## src/rtl/dispense_cmd_initiator.sv

```systemverilog
// Host-side sequencer for the GPIO dispense protocol: drives motor-state, amount and
// candyflag to the dispenser, tracks its handshake line and reports a status per request.
module dispense_cmd_initiator #(
  parameter int SETUP_CYCLES   = 1_100_000,
  parameter int HOLD_CYCLES    = 2_080_000,
  parameter int TIMEOUT_CYCLES = 48_000_000,
  parameter int CNT_W          = 26
) (
  input  logic       clk,
  input  logic       rst,
  // Request port: a request transfers on a clock edge where req_valid and req_ready are both 1.
  // req_ready is 1 only while idle; the request fields are sampled on that same edge.
  input  logic       req_valid,
  output logic       req_ready,
  input  logic [2:0] req_state,
  input  logic [1:0] req_amount,
  input  logic       req_dispense,
  input  logic       handshake_i,
  output logic [2:0] state_o,
  output logic [1:0] amount_o,
  output logic       candyflag_o,
  output logic       done,
  output logic [1:0] status,
  output logic [2:0] fsm_state
);

  typedef enum logic [2:0] {
    S_IDLE    = 3'd0,
    S_MOVE    = 3'd1,
    S_SETUP   = 3'd2,
    S_ASSERT  = 3'd3,
    S_RELEASE = 3'd4,
    S_FIN     = 3'd5
  } state_t;

  localparam logic [1:0] ST_OK      = 2'b00;
  localparam logic [1:0] ST_TIMEOUT = 2'b01;
  localparam logic [1:0] ST_STALE   = 2'b10;
  localparam logic [1:0] ST_BAD_AMT = 2'b11;

  localparam logic [CNT_W-1:0] SETUP_LAST   = CNT_W'(SETUP_CYCLES - 1);
  localparam logic [CNT_W-1:0] HOLD_LAST    = CNT_W'(HOLD_CYCLES - 1);
  localparam logic [CNT_W-1:0] TIMEOUT_LAST = CNT_W'(TIMEOUT_CYCLES - 1);
  localparam logic [CNT_W-1:0] CNT_MAX      = {CNT_W{1'b1}};

  state_t           state, next_state;
  logic [CNT_W-1:0] cnt;
  logic             hs_meta, hs_s;
  logic             accept;
  logic [2:0]       state_n;
  logic [1:0]       amount_n;
  logic             flag_n;
  logic [1:0]       status_n;

  assign accept    = req_valid & req_ready;
  assign fsm_state = state;

  // The handshake comes from another clock domain; every decision uses the resynchronised copy.
  always_ff @(posedge clk) begin
    if (rst) begin
      hs_meta <= 1'b0;
      hs_s    <= 1'b0;
    end else begin
      hs_meta <= handshake_i;
      hs_s    <= hs_meta;
    end
  end

  always_comb begin
    next_state = state;
    state_n    = state_o;
    amount_n   = amount_o;
    flag_n     = candyflag_o;
    status_n   = status;
    unique case (state)
      S_IDLE: begin
        if (accept) begin
          if (!req_dispense) begin
            state_n    = req_state;
            next_state = S_MOVE;
          end else if (req_amount == 2'b11) begin
            status_n   = ST_BAD_AMT;
            next_state = S_FIN;
          end else begin
            state_n    = 3'b000;
            amount_n   = req_amount;
            next_state = S_SETUP;
          end
        end
      end
      S_MOVE: begin
        if (cnt == HOLD_LAST) begin
          state_n    = 3'b000;
          status_n   = ST_OK;
          next_state = S_FIN;
        end
      end
      S_SETUP: begin
        flag_n = 1'b0;
        if (cnt == SETUP_LAST) begin
          // A handshake already high here belongs to some earlier exchange, so never strobe.
          if (hs_s) begin
            status_n   = ST_STALE;
            amount_n   = 2'b00;
            next_state = S_FIN;
          end else begin
            flag_n     = 1'b1;
            next_state = S_ASSERT;
          end
        end
      end
      S_ASSERT: begin
        if (hs_s) begin
          flag_n     = 1'b0;
          next_state = S_RELEASE;
        end else if (cnt == TIMEOUT_LAST) begin
          flag_n     = 1'b0;
          amount_n   = 2'b00;
          status_n   = ST_TIMEOUT;
          next_state = S_FIN;
        end
      end
      S_RELEASE: begin
        if (!hs_s) begin
          amount_n   = 2'b00;
          status_n   = ST_OK;
          next_state = S_FIN;
        end else if (cnt == TIMEOUT_LAST) begin
          amount_n   = 2'b00;
          status_n   = ST_TIMEOUT;
          next_state = S_FIN;
        end
      end
      S_FIN: begin
        next_state = S_IDLE;
      end
      default: begin
        next_state = S_IDLE;
      end
    endcase
  end

  // Registered outputs; done and req_ready are decoded from the state being entered.
  always_ff @(posedge clk) begin
    if (rst) begin
      state       <= S_IDLE;
      cnt         <= '0;
      state_o     <= 3'b000;
      amount_o    <= 2'b00;
      candyflag_o <= 1'b0;
      done        <= 1'b0;
      status      <= ST_OK;
      req_ready   <= 1'b0;
    end else begin
      state       <= next_state;
      state_o     <= state_n;
      amount_o    <= amount_n;
      candyflag_o <= flag_n;
      status      <= status_n;
      done        <= (next_state == S_FIN);
      req_ready   <= (next_state == S_IDLE);
      if (next_state != state) begin
        cnt <= '0;
      end else if (cnt != CNT_MAX) begin
        cnt <= cnt + 1'b1;
      end
    end
  end

endmodule

```

## config.mk

```make
export PLATFORM = sky130hd
export DESIGN_NAME = dispense_cmd_initiator
export DESIGN_NICKNAME = d
export VERILOG_FILES = /design/src/rtl/dispense_cmd_initiator.sv
export SDC_FILE = /design/constraint.sdc
export NUM_CORES = 1
export LEC_CHECK = 0
export ABC_AREA = 1
export CORE_ASPECT_RATIO = 1.5
export CORE_UTILIZATION = 60
export DETAILED_ROUTE_END_ITERATION = 16
export PLACE_DENSITY = 0.82
export SETUP_SLACK_MARGIN = 0.5
export SLEW_MARGIN = 25
export SYNTH_ARGS = -nofsm -noshare
export SYNTH_HDL_FRONTEND = slang
export SYNTH_SLANG_ARGS = --single-unit
export TNS_END_PERCENT = 100
```

## constraint.sdc

```tcl
create_clock -name clk -period 5.25 [get_ports clk]
set_clock_uncertainty 0.2 [all_clocks]
set_input_delay 1.05 -clock clk [delete_from_list [all_inputs] [get_ports clk]]
set_output_delay 1.05 -clock clk [all_outputs]
set_load 0.01 [all_outputs]
```

==> out/metrics.yaml <==
status:
  status: "complete, but fails checks"
  violations: "design-rule violations"
route:
  drcViolationCount: 3
  drt_pass1_iterations: 11
  totalWireLength_um: 6490
  avgRoutedWirePerCell_um: 13.7
  drt_iter0_drc: 118
  via_count: 2547
  ant_nets: 0
  drt-vias-per-instance: 5.37
logic_synthesis:
  avgSynthCellArea_sq_um: 6.78
  synth_top_family_by_area: "simple AND/OR/NAND/NOR gates"
  synth_area_leaders: "dfxtp_1 (30%), nand2_1 (11%), nor2_1 (10%)"
  synth_seq_area_share_pct: 30.0
  synth_edf_count: 0
  synth-compound-area-share_pct: 4.98
  synth_fa_ha_area_share_pct: 0.457
  synth.net_count: 415
  synth_cell_types: 34
  yosysWarnings: 0
  synth_top_area_cell: "dfxtp_1"
  synth-simple-area-share_pct: 47.0
  muxShareOfSynthArea_pct: 0
  synth_top_area_share_pct: 30.0
  syn_area_sq_um: 2740
  synth_ff_type: "dfxtp_1"
  synth-seq-cells: 41
  synth_xor_area_share_pct: 7.03
  synthArstFlopShare_pct: 0
  synthCells: 404
cts:
  cts.sinks: 41
  post_cts_buffers: 0
  clk_pin_slew_ns: 0.07
  cts_buffer_depth: 2
  htreeDepth: 2
  cts_buffers: 5
  cts_resized: 0
  cts_tree: "done"
  insertion_delay_ns: 0.29
  cts-hold-fix-buffers: 0
  cts-root-buf: "clkbuf_8"
grt:
  grt_start_max_net_pins: 27
  grt_pass1_wl_um: 10600
  grt_use_total_pct: 28.4
  first_global_vias: 2483
  antenna_found_initial: 0
  grt_overflow: 0
sta:
  min_period_over_period_pct: 58.9
  worstMarginPinSlew_ns: 0.712
  fmax_mhz: 323
  rsz0062_at_grt: "false"
  tns_ns: 0
  setup_violations: 0
  finalHoldViolations: 0
  report.final.slew_viol_count: 0
  fin_crit_ns: 3.09
  relSlewSlack_pct: 52.5
pwr:
  vdd_ir_drop_max_mv: 0.172
  p_leak_nw: 1.24
  cellPowerDensity_nw_per_um2: 224
critical_path:
  path_common_cell: "nand2_1"
  slowest_delay_ns: 0.49
  arrival_ns: 3.11
  critPathSlowestCell: "nand3_4"
  worstPathRequired_ns: 5.26
  worstSetupStartpointType: "input port"
  worstPathMaxFanout: 26
  crit_family: "simple AND/OR/NAND/NOR gates"
  cp_num_buf_inv: 2
  crit_chain: "clkdlybuf4s50_1, nand2_1, nand2_1, nand3_1, nand3_1, a21oi_1, nand2_1, nand3_1, nand2_1, inv_2, nand3_4, nor2_1"
  worst_setup_path_end_kind: "register"
  critical_path_class: "in -> reg"
cells_and_area:
  final_nets: 438
  final_area_sq_um: 3040
  areaGrowthSynthToFinish_pct: 10.8
  most-common-layout-cells: "nand2_1 (78), nor2_1 (75), inv_1 (53)"
  layout_commonest_cell: "nand2_1"
  antenna_cells: 0
  drive_above_1_share_pct: 12.6
  n_fill_cell: 403
floorplanning:
  dieArea_sq_um: 4850
  boundaryPins: 23
  rows: 29
  coreArea_sq_um: 4320
  initial_core_util_pct: 63.5
  die_w_um: 57.2
  chipHeight_um: 84.8
placement:
  post-dp-hpwl_um: 5170
  finalWeightedCongestion: 0.931
  port_buffers: 22
  placed_area_sq_um: 2960
job:
  cap_violations: 0
worst_hold_path:
  hold_path.class: "reg -> reg"
metrics by stage:
step / std cells / hold slack (ns) / worst slack [ns] / util (%) / power, mW
floorplan: 404 / 0.188 / 2.91 / - / 0.460
CTS: 474 / 0.212 / 2.13 / 70.3 / 0.686
global placement: 466 / 0.197 / 1.87 / 68.4 / 0.490
global route: 474 / 0.227 / 1.98 / 70.3 / 0.711
finish: 474 / 0.209 / 2.16 / 70.3 / 0.680
detailed placement: 466 / 0.199 / 1.85 / 68.4 / 0.491
Yosys cell counts (6+ instances only):
library cell,count
inv_1,53
nor2_2,8
dfxtp_1,41
nand2_1,78
inv_2,6
nor3_1,10
nor2_4,23
o21ai_0,10
nor2_1,75
xor2_1,19
nand4_1,10
a21oi_1,9
nand3_1,29
worst min-delay path, cell delays in order, from the launching register on:
cell	delay (ns)
dfxtp_1	0.30
inv_1	0.04
nor2_1	0.03
state kept, by name, summed over array words and instances, names as in the netlist:
| signal | cells |
|---|---|
| cnt | 26 |
| candyflag_o | 1 |
| status | 2 |
| done | 1 |
| hs_meta | 1 |
| fsm_state | 3 |
| hs_s | 1 |
| state_o | 3 |
| amount_o | 2 |
| req_ready | 1 |
cells by family (layout without fill, tap and decap cells):
logic type                 Yosys count  after routing
and+or+nand+nor                    249            249
buffers and inverters               66             90
DFF                                 41             41
AOI/OAI and AO/OA                   25             25
xor gates and xnor gates            22             22
adders and majority gates            1              1
cell type report:
cell class / instances / area [sq um] / area share, %
clock buffers: 8 / 80.1 / 2.64
inverters: 60 / 228 / 7.50
multi-input cells: 297 / 1630 / 53.7
flip-flops and latches: 41 / 821 / 27.0
well taps: 46 / 57.6 / 1.90
repair buffers: 22 / 220 / 7.25
power by group:
part	switching [mW]	leakage [nW]	total (mW)	internal, mW
sequential	0.0119	0.332	0.337	0.325
combinational	0.0940	0.871	0.147	0.0526
clock	0.102	0.0395	0.196	0.0944
total	0.208	1.24	0.680	0.472
layer usage:
metal  GRT usage [%]  wire length [um]  share of wire, %  up-vias
li1                -                 -                 -     1305
met1            25.4              2420                37     1151
met2            55.0              3490                54       63
met3            5.24               206               3.2       28
met4            19.5               369               5.7        0
met5               0                 0                 0        -
path summary, 6_finish.rpt:
check,startpoint,to,slack [ns],cells after the start
worst max-delay path,req_amount[1],cnt[7]$_SDFFE_PP0P_,2.16,12
worst min-delay path,hs_meta$_SDFF_PP0_,hs_s$_SDFF_PP0_,0.21,2
worst max register to register,cnt[0]$_SDFFE_PP0P_,cnt[7]$_SDFFE_PP0P_,2.57,11
worst min register to register,hs_meta$_SDFF_PP0_,hs_s$_SDFF_PP0_,0.21,2
(Power assumes the default switching activity.)
